### src/rtl/booth_r4_encoder_seq_pkg.sv
// Shared Booth radix-4 constants, state encoding and group helpers.
// Both the recoder and the downstream partial-product selector import this package.
package booth_r4_encoder_seq_pkg;

  // 3-bit group codes {b[2i+1], b[2i], b[2i-1]}
  localparam logic [2:0] BOOTH_ZERO_P = 3'b000;
  localparam logic [2:0] BOOTH_P1A_A  = 3'b001;
  localparam logic [2:0] BOOTH_P1A_B  = 3'b010;
  localparam logic [2:0] BOOTH_P2A    = 3'b011;
  localparam logic [2:0] BOOTH_M2A    = 3'b100;
  localparam logic [2:0] BOOTH_M1A_A  = 3'b101;
  localparam logic [2:0] BOOTH_M1A_B  = 3'b110;
  localparam logic [2:0] BOOTH_ZERO_N = 3'b111;

  typedef enum logic {
    ST_IDLE = 1'b0,
    ST_RUN  = 1'b1
  } state_t;

  function automatic logic booth_is_zero(input logic [2:0] g);
    return (g == BOOTH_ZERO_P) || (g == BOOTH_ZERO_N);
  endfunction

  // Signed multiple of A selected by a group: -2..+2
  function automatic logic signed [2:0] booth_digit(input logic [2:0] g);
    logic signed [2:0] d;
    d = 3'sd0;
    case (g)
      BOOTH_P1A_A, BOOTH_P1A_B: d = 3'sd1;
      BOOTH_P2A:                d = 3'sd2;
      BOOTH_M2A:                d = -3'sd2;
      BOOTH_M1A_A, BOOTH_M1A_B: d = -3'sd1;
      default:                  d = 3'sd0;
    endcase
    return d;
  endfunction

endpackage

### src/rtl/booth_r4_encoder_seq_if.sv
// Multiplier-in / Booth-group-out stream bundle for the radix-4 recoder.
interface booth_r4_encoder_seq_if #(
  parameter int N = 32
);
  localparam int IW = $clog2(N / 2);

  logic          in_valid;
  logic          in_ready;
  logic [N-1:0]  in_b;
  logic          out_valid;
  logic          out_ready;
  logic [2:0]    out_cntrl;
  logic [IW-1:0] out_idx;
  logic          out_last;
  logic          busy;

  modport slave (
    input  in_valid, in_b, out_ready,
    output in_ready, out_valid, out_cntrl, out_idx, out_last, busy
  );

  modport master (
    output in_valid, in_b, out_ready,
    input  in_ready, out_valid, out_cntrl, out_idx, out_last, busy
  );

endinterface

### src/rtl/booth_r4_encoder_seq.sv
// Sequential radix-4 Booth recoder: one 3-bit group per cycle, LSB-first,
// streamed with its index and a last flag to the partial-product selector.
module booth_r4_encoder_seq
  import booth_r4_encoder_seq_pkg::*;
#(
  parameter int N         = 32,
  parameter bit SKIP_ZERO = 1'b0
) (
  input  logic                    clk,
  input  logic                    rst_n,
  booth_r4_encoder_seq_if.slave   bus
);

  localparam int            GROUPS   = N / 2;
  localparam int            IW       = $clog2(GROUPS);
  localparam logic [IW-1:0] LAST_IDX = IW'(GROUPS - 1);

  state_t        r_state;
  state_t        w_state_nxt;
  logic [N:0]    r_sr;
  logic [IW-1:0] r_idx;

  logic [2:0]    w_group;
  logic          w_run;
  logic          w_is_last;
  logic          w_skip;
  logic          w_out_valid;
  logic          w_load;
  logic          w_adv;
  logic          w_done;

  assign w_group     = r_sr[2:0];
  assign w_run       = (r_state == ST_RUN);
  assign w_is_last   = (r_idx == LAST_IDX);
  // The final group is never skipped so out_last always reaches the consumer
  assign w_skip      = SKIP_ZERO && booth_is_zero(w_group) && !w_is_last;
  assign w_out_valid = w_run && !w_skip;

  always_ff @(posedge clk or negedge rst_n) begin
    if (!rst_n) begin
      r_state <= ST_IDLE;
    end else begin
      r_state <= w_state_nxt;
    end
  end

  always_comb begin
    w_state_nxt = r_state;
    w_load      = 1'b0;
    w_adv       = 1'b0;
    w_done      = 1'b0;
    case (r_state)
      ST_IDLE: begin
        if (bus.in_valid) begin
          w_load      = 1'b1;
          w_state_nxt = ST_RUN;
        end
      end
      ST_RUN: begin
        // Skipped groups advance as bubble cycles; shown groups wait for out_ready
        if (!w_out_valid || bus.out_ready) begin
          w_adv = 1'b1;
          if (w_is_last) begin
            w_done      = 1'b1;
            w_state_nxt = ST_IDLE;
          end
        end
      end
      default: w_state_nxt = ST_IDLE;
    endcase
  end

  // sr[0] holds b[2i-1]; the implicit b[-1]=0 is the appended LSB at load
  always_ff @(posedge clk or negedge rst_n) begin
    if (!rst_n) begin
      r_sr  <= '0;
      r_idx <= '0;
    end else if (w_load) begin
      r_sr  <= {bus.in_b, 1'b0};
      r_idx <= '0;
    end else if (w_done) begin
      r_sr  <= '0;
      r_idx <= '0;
    end else if (w_adv) begin
      r_sr  <= r_sr >> 2;
      r_idx <= r_idx + 1'b1;
    end
  end

  assign bus.in_ready  = (r_state == ST_IDLE) && rst_n;
  assign bus.out_valid = w_out_valid;
  assign bus.out_cntrl = w_group;
  assign bus.out_idx   = r_idx;
  assign bus.out_last  = w_run && w_is_last;
  assign bus.busy      = w_run;

endmodule
### src/flat_wrapper.sv
// flat-port wrapper written by rule: the top's interface ports become plain ports
module booth_r4_encoder_seq_flat import booth_r4_encoder_seq_pkg::*;
#(
  parameter int N         = 32,
  parameter bit SKIP_ZERO = 1'b0
)
  (clk, rst_n, bus_in_valid, bus_in_b, bus_out_ready, bus_in_ready, bus_out_valid, bus_out_cntrl, bus_out_idx, bus_out_last, bus_busy);
  booth_r4_encoder_seq_if #(.N(N)) bus_i ();
  input  logic clk;
  input  logic rst_n;
  input wire logic [$bits(bus_i.in_valid)-1:0] bus_in_valid;
  input wire logic [$bits(bus_i.in_b)-1:0] bus_in_b;
  input wire logic [$bits(bus_i.out_ready)-1:0] bus_out_ready;
  output wire logic [$bits(bus_i.in_ready)-1:0] bus_in_ready;
  output wire logic [$bits(bus_i.out_valid)-1:0] bus_out_valid;
  output wire logic [$bits(bus_i.out_cntrl)-1:0] bus_out_cntrl;
  output wire logic [$bits(bus_i.out_idx)-1:0] bus_out_idx;
  output wire logic [$bits(bus_i.out_last)-1:0] bus_out_last;
  output wire logic [$bits(bus_i.busy)-1:0] bus_busy;
  assign bus_i.in_valid = bus_in_valid;
  assign bus_i.in_b = bus_in_b;
  assign bus_i.out_ready = bus_out_ready;
  assign bus_in_ready = bus_i.in_ready;
  assign bus_out_valid = bus_i.out_valid;
  assign bus_out_cntrl = bus_i.out_cntrl;
  assign bus_out_idx = bus_i.out_idx;
  assign bus_out_last = bus_i.out_last;
  assign bus_busy = bus_i.busy;
  booth_r4_encoder_seq #(.N(N), .SKIP_ZERO(SKIP_ZERO)) u_core (.clk(clk), .rst_n(rst_n), .bus(bus_i));
endmodule
### config.mk
export PLATFORM = sky130hd
export DESIGN_NAME = booth_r4_encoder_seq_flat
export DESIGN_NICKNAME = d
export VERILOG_FILES = /design/src/rtl/booth_r4_encoder_seq_pkg.sv /design/src/rtl/booth_r4_encoder_seq_if.sv /design/src/rtl/booth_r4_encoder_seq.sv /design/src/flat_wrapper.sv
export SDC_FILE = /design/constraint.sdc
export NUM_CORES = 1
export LEC_CHECK = 0
export CORE_MARGIN = 5
export CORE_UTILIZATION = 30
export CTS_BUF_LIST = sky130_fd_sc_hd__clkbuf_16
export CTS_CLUSTER_SIZE = 24
export DETAILED_ROUTE_END_ITERATION = 10
export HOLD_SLACK_MARGIN = 0.06
export SYNTH_ARGS = -nofsm -noshare
export SYNTH_HDL_FRONTEND = slang
export SYNTH_SLANG_ARGS = --single-unit
### constraint.sdc
create_clock -name clk -period 3.25 [get_ports clk]
set_clock_uncertainty 0.15 [all_clocks]
set_input_delay 0.325 -clock clk [delete_from_list [all_inputs] [get_ports clk]]
set_output_delay 0.325 -clock clk [all_outputs]
set_load 0.01 [all_outputs]
-- Yosys cells after proc, flatten, opt, wreduce, memory -nomap -nowiden
Index checks and enable logic that the tools add are counted.
- bits of input ports: 36
- output and inout bits: 11
- logic and storage cells: 27
- register bits: 38
- equal/unequal tests: 1
- bitwise gates (word level): 1
- muxes and demuxes: 16
- $add $sub $neg: 1
- reduce and logical (&&, ||, !) cells: 5
- operator list (kind ; number):
    $mux W33 ; 3
    $mux W4 ; 3
    $mux W1 ; 9
    $add A4 B1 Y4 const B ; 1
    $eq A4 B4 Y1 const B ; 1
    $reduce_bool A3 Y1 ; 1
    $logic_and A1 B1 Y1 ; 2
    $pmux W1 S2 ; 1
    $logic_not A1 Y1 ; 1
    $logic_or A1 B1 Y1 ; 1
    $not A1 Y1 ; 1

-- Longest topological paths before layout
Gate-level depths: netlist of the first run.
- word-level depth: 7
- depth in mapped cells: 5

-- Worst setup path after synthesis of the first run
No wires, ideal clock.
- path kind: reg-to-reg
- start point: reg u_core.r_idx[0], in the netlist u_core.bus.out_idx[0]
- end point: reg u_core.r_idx[0], in the netlist u_core.bus.out_idx[0]
- setup time: 125 ps
- path buffers: 1
- cell stages (with the launch flop): 6
- data arrival time: 1333 ps
- clock period less this slack: 1608 ps
- slack: 1642 ps
- data required time: 2975 ps
- cells stage by stage: dfrtp_1 > ha_1 > and3_1 > nor2_2 > buf_4 > mux2_2
- word-level cells in the longest chain between the ends: 6
- elaborated cells on any way between the ends: 9
- those cells by class: add/sub (1); eq/ne (1); mux (6); reduce/logical (1)
- ends and longest elaborated chain (element ; RTL line ; source):
    from (decl) ; booth_r4_encoder_seq.sv:21 ; logic [IW-1:0] r_idx;
    from (signal assigned) ; booth_r4_encoder_seq.sv:86 ; r_idx <= r_idx + 1'b1;
    $eq A4 B4 Y1 ; booth_r4_encoder_seq.sv:34 ; assign w_is_last = (r_idx == LAST_IDX);
    $mux W1 ; booth_r4_encoder_seq.sv:63 ; if (w_is_last) begin
    $mux W1 ; booth_r4_encoder_seq.sv:61 ; if (!w_out_valid || bus.out_ready) begin
    $mux W1 ; booth_r4_encoder_seq.sv:52 ; case (r_state)
    $mux W4 ; booth_r4_encoder_seq.sv:81 ; end else if (w_done) begin
    $mux W4 ; booth_r4_encoder_seq.sv:78 ; end else if (w_load) begin
Parallel ways exist; a longest one is shown, timed or not. The select of a mux whose other input is x is not followed.
A chain may end at the register's enable or synchronous reset.

-- Worst setup path in the final report of the first run
- start point: reg u_core.r_idx[0], in the netlist u_core.bus.out_idx[0]
- end point: out bus_out_last
- word-level cells in the longest chain between the ends: 2
- ends and longest elaborated chain (element ; RTL line ; source):
    $eq A4 B4 Y1 ; booth_r4_encoder_seq.sv:34 ;
    $logic_and A1 B1 Y1 ; booth_r4_encoder_seq.sv:94 ; assign bus.out_last = w_run && w_is_last;
    to (decl) ; flat_wrapper.sv:18 ; output wire logic [$bits(bus_i.out_last)-1:0] bus_out_last;
Every way passes these cells.

==> results of run 1 <==
layer usage:
metal  share of wire  global-route usage  routed length [um]  vias to the layer above
met5               0                   0                   0                        -
met2            0.49               0.186                1990                       27
met4          0.0088              0.0425                  36                        0
li1                -                   -                   -                      618
met1            0.46               0.152                1870                      629
met3           0.049              0.0285                 199                        4
where the power goes:
group / internal (uW) / leakage [uW] / switching, uW
Sequential: 597 / 0.000515 / 89.4
Clock: 276 / 0.0000694 / 167
Combinational: 230 / 0.000684 / 139
worst max-delay path, delay by kind of cell, from the launching register on:
| family | cells | cell delay, ns |
|---|---|---|
| flip-flops | 1 | 0.42 |
| adder cells (fa/ha/maj) | 1 | 0.23 |
| buffers and inverters | 1 | 0.54 |
| AND/OR/NAND/NOR | 2 | 0.43 |
logic make-up after synthesis:
kind of cell | Yosys count | share of synthesized area
mux | 2 | 0.0194
simple gates | 15 | 0.0466
flops | 38 | 0.545
buf+inv | 14 | 0.0595
fa+ha+maj | 1 | 0.00717
compound gates | 70 | 0.322
registers in the layout, summed over array words and instances, names as in the netlist:
register	count
u_core.r_sr	33
u_core.bus.busy	1
u_core.bus.out_idx	4
area by class of cell:
cell class | count | area (um^2) | share of cell area
well taps | 72 | 90.1 | 0.0381
clock inverters | 2 | 10.0 | 0.00424
multi-input cells | 88 | 692 | 0.293
clock buffers | 5 | 125 | 0.0529
flip-flops and latches | 38 | 951 | 0.402
repair buffers | 51 | 495 | 0.210
cells in the mapped netlist, types with 2 or more instances:
cell       count
buf_2          5
nand3_1        4
nand2b_1       2
a22o_1        31
a21oi_1        3
buf_4          6
buf_6          3
dfrtp_1       38
a21o_1        28
nor2b_1        2
a2bb2oi_1      2
nor2_1         3
stage by stage:
stage | util | instances | total power (uW) | hold WS [ns]
floorplan | - | 140 | 907 | -0.121
global placement | 0.398 | 248 | 1050 | 0.283
detailed placement | 0.398 | 248 | 1060 | 0.284
CTS | 0.424 | 256 | 1520 | 0.329
global route | 0.424 | 256 | 1590 | 0.348
finish | 0.424 | 256 | 1500 | 0.325
worst paths after layout:
path                                  startpoint                     to  slack, ns  cells past startpoint
min in group asynchronous                  rst_n  u_core.bus.out_idx[2]       0.52                      3
hold / removal                    u_core.r_sr[8]         u_core.r_sr[6]       0.33                      1
setup / recovery           u_core.bus.out_idx[0]           bus_out_last       0.89                      4
max in group asynchronous                  rst_n         u_core.r_sr[9]       2.10                      3
setup reg to reg                 u_core.bus.busy        u_core.r_sr[27]       1.44                      4
hold reg to reg                   u_core.r_sr[8]         u_core.r_sr[6]       0.33                      1
timing repair:
| item | 4_1_cts | 5_1_grt |
|---|---|---|
| setup endpoints to repair | 0 | 0 |
| hold buffers | 1 | 0 |
| hold endpoints to repair | 38 | 0 |
==> impl_metrics.ini, run 1 <==
[sta]
fin_tns_setup_ns = 0
final_hold_viol_count = 0
tightest_slew_ns = 0.484
min_period_ns = 2.36
rsz_0062_raised_after_global_routing = no
max_slew_margin = 0.677
finalSetupViolations = 0
fin_ws_ns = 0.889
max_clock_freq_mhz = 423
final_min_period_over_clock_period = 0.727
timing_max_transition_violations_final = 0

[clocking]
path_clk_slew_ns = 0.05
setup_bufs_post_cts = 0
numClockSinks = 38
cts_htree_levels = 2
tritoncts = yes
post_cts.resized_instances = 0
number_of_buffers_inserted_during_clock_tree_synthesis = 5
clock-root-buffer = clkbuf_16
clock_insertion_delay_worst_skew_ns = 0.27
clock_path_buffers = 2

[run_status]
status = complete, no violations

[global_route]
grt_start_max_net_pins = 39
global_route.usage.total = 0.116
vias_in_the_first_global_route = 1373
grt.overflow.total = 0
number_of_antenna_violations_at_the_first_check_in_global_routing = 0
grt_first_pass_wirelength_um = 6880

[drt]
number_of_drc_violations_after_detailed_routing = 0
antenna_left = 0
detailedRoute.firstIterationViolations = 72
wl_per_cell_um = 16.0
route.vias.total = 1278
wirelength_um = 4100
drt-pass1-iter-count = 4
detail_route.vias_per_cell = 4.99

[hold_path]
worst_hold_path_type = flop to flop

[pwr]
power.leakage_uw = 0.00127
power_density_nw_per_um2 = 634
power.ir.vdd_worst_mv = 0.250

[die]
pin_count = 47
placement_rows = 27
design.core.area_um2 = 5570
starting_density_of_the_core = 0.313
floorplan.die_area_um2 = 7440
die_x_um = 86.3
floorplan.die.height_um = 86.3

[critical_path]
crit_path_end_kind = primary output
critical_path_max_stage_delay_ns = 0.54
critical_path_peak_fanout = 5
worst_setup_path_start_kind = flop
cp_max_stage_cell = clkdlybuf4s50_1
timing.critical_path.arrival_ns = 1.89
worstPathCellList = ha_1 > and3_1 > and2_1 > clkdlybuf4s50_1
worst-setup-path-type = flop to primary output
cp_data_required_time_ns = 2.77

[logic_synthesis]
synth_edf_count = 0
synth_flop_cell = dfrtp_1
yosysWarnings = 0
synth_nets = 177
async_flop_share = 1.00
synth.yosys.seq_area_share = 0.545
yosys.area.top_type = dfrtp_1
yosys.cell_types.count = 25
syn_avg_cell_area_um2 = 12.5
synth_top_cells_by_area = dfrtp_1 (55%), a22o_1 (16%), a21o_1 (12%)
synthDominantCellAreaShare = 0.545
cell_area_after_synthesis_um2 = 1740
synth_seq_cells = 38
syn-instance-count = 140

[finish]
fraction_of_layout_cells_with_a_size_suffix_above_1 = 0.0924
diodes = 0
layout.filler_cells = 528
layout.cells.most_common = clkdlybuf4s50_1
nets = 221
syn_to_final_growth_pct = 35.5
layout.cells.most_common_list = clkdlybuf4s50_1 (45), dfrtp_1 (38), a22o_1 (31), a21o_1 (28), clkbuf_16 (5)
layout.cell_area.non_filler_um2 = 2360

[flow_run]
max_cap_viol_count = 0

[placement]
placement.setup.worst_slack_ns = 1.18
postPlaceCellArea_um2 = 2220
dp_hpwl_um = 2800
place_congestion = 0.764
port-buffer-count = 46
Note: power is estimated with default switching activity, not from simulation.
==> run 2, diff against run 1 <==
Clock period 3.25 ns to 2 ns, I/O delays scaled along.
==> run 2 against run 1 <==
Non-clock buffer count increased by 4. Flip-flop and latch count did not move. Clock power rose by 130%. Setup slack worse by 0.76 ns. Critical path depth shrank 1. Wire length grew 12%. Combinational power up 79%. Via count increased by 8.6%. Clock-buffer cell count unchanged. Sequential share of layout area shrank 1.9 points. Sequential power up 60%. Power is 85% higher. Largest power group unchanged.
==> impl_metrics.ini, run 2 (same netlist as run 1, synthesis figures left out) <==
[critical_path]
critical_path_peak_fanout = 17
setup.reg_to_reg.worst_slack_ns = 0.13
timing.critical_path.from = u_core.bus.busy
crit_path_end_kind = flop
rr_startpoint = u_core.bus.busy
worst-setup-path-type = flop to flop
timing.critical_path.arrival_ns = 1.94
cp_data_required_time_ns = 2.07
worst_setup_path_start_kind = flop

[finish]
fraction_of_layout_cells_with_a_size_suffix_above_1 = 0.126
max_flop_register = u_core.r_sr
layout.cell_area.non_filler_um2 = 2480
max_reg_flops = 33
syn_to_final_growth_pct = 42.4
diodes = 0
layout.cells.most_common_list = clkdlybuf4s50_1 (43), dfrtp_1 (37), a22o_1 (31), a21o_1 (28), buf_4 (7)
fin_cells = 262
nets = 226
layout.cells.most_common = clkdlybuf4s50_1

[die]
floorplan.die.height_um = 86.3
die_x_um = 86.3
placement_rows = 27
floorplan.die_area_um2 = 7440
starting_density_of_the_core = 0.313
pin_count = 47
design.core.area_um2 = 5570

[sta]
final_hold_viol_count = 0
timing_max_transition_violations_final = 0
hold_ws_ns = 0.325
min_period_ns = 1.87
final_min_period_over_clock_period = 0.936
tightest_slew_ns = 1.00
finalSetupViolations = 0
max_clock_freq_mhz = 534
rsz_0062_raised_after_global_routing = no
max_slew_margin = 0.320

[clocking]
number_of_buffers_inserted_during_clock_tree_synthesis = 5
clock_path_buffers = 2
numClockSinks = 38
tritoncts = yes
cts_htree_levels = 2
path_clk_slew_ns = 0.06
clock-root-buffer = clkbuf_16
clock_insertion_delay_worst_skew_ns = 0.28

[drt]
number_of_drc_violations_after_detailed_routing = 0
antenna_left = 0
drt-pass1-iter-count = 4
route.vias.total = 1388
detail_route.vias_per_cell = 5.30
detailedRoute.firstIterationViolations = 83
wl_per_cell_um = 17.5
wirelength_um = 4600

[hold_path]
min_from = u_core.r_sr[26]
worst_hold_path_type = flop to flop

[pwr]
power_density_nw_per_um2 = 1120
power.ir.vdd_worst_mv = 0.417
report.power.total_uw = 2770
power.leakage_uw = 0.00134

[placement]
postPlaceCellArea_um2 = 2250
placed_cells_incl_taps = 251
port-buffer-count = 46
dp_hpwl_um = 2900
place_congestion = 0.691

[run_status]
status = complete, no violations

[global_route]
grt_start_max_net_pins = 39
grt_first_pass_wirelength_um = 7290
vias_in_the_first_global_route = 1502
number_of_antenna_violations_at_the_first_check_in_global_routing = 0
global_route.usage.total = 0.125
grt.overflow.total = 0

[flow_run]
max_cap_viol_count = 0
## run 2: changes by cell type in the layout (fill, tap and decap cells not counted), sizes merged
cell | previous run | this run
buf | 5 | 9
bufinv | 0 | 2
clkdlybuf4s50 | 45 | 43
clkinv | 2 | 1
dlygate4sd2 | 0 | 1
dlymetal6s2s | 0 | 1
mux2i | 1 | 2
## run 2: area by class of cell
cell class                      count  area [um^2]
Clock inverter                      3         63.8
Multi-Input combinational cell     89          713
Tap cell                           72         90.1
Fill cell                         532         3090
Clock buffer                        5          125
Sequential cell                    38          952
Timing Repair Buffer               55          539
## run 2: layer usage
metal  track usage  share of wire  vias up
li1              -              -      629
met1         0.147           0.43      714
met2         0.211           0.49       38
met3        0.0342          0.056        7
met4        0.0595          0.017        0
met5             0              0        -
## run 2: where the power goes
group | switching (uW) | internal [uW] | leakage, uW | total (uW)
sequential | 134 | 970 | 0.000515 | 1100
combinational | 256 | 403 | 0.000737 | 659
clock | 299 | 710 | 0.0000915 | 1010
## run 2: timing repair
item / CTS / global route
gates resized for setup: 3 / 2
buffers inserted: 1 / 0
setup endpoints to repair: 2 / 27
endpoints found under the hold margin: 38 / 0
hold buffers: 1 / 0
gates cloned: 0 / 1
## run 2: worst paths after layout
path | endpoint | cells after the start
worst max-delay path | u_core.r_sr[10] | 3
worst min-delay path | u_core.r_sr[24] | 1
worst max register to register | u_core.r_sr[10] | 3
worst min register to register | u_core.r_sr[24] | 1
max in group asynchronous | u_core.bus.busy | 3
min in group asynchronous | u_core.bus.out_idx[2] | 3
## run 2: through the flow
step	setup TNS [ns]	worst slack, ns	utilization
6_report	0	0.128	0.446
5_1_grt	0	0.0305	0.446
4_1_cts	0	0.0124	0.442
3_5_place_dp	-7.78	-0.273	0.404
3_3_place_gp	-5.78	-0.204	0.404
2_1_floorplan	0	0.392	-
## run 2: critical path, cell delays in order, from the launching register on
cell,delay [ns]
dfrtp_2,0.46
mux2i_2,0.86
a22o_1,0.25
a21o_1,0.08
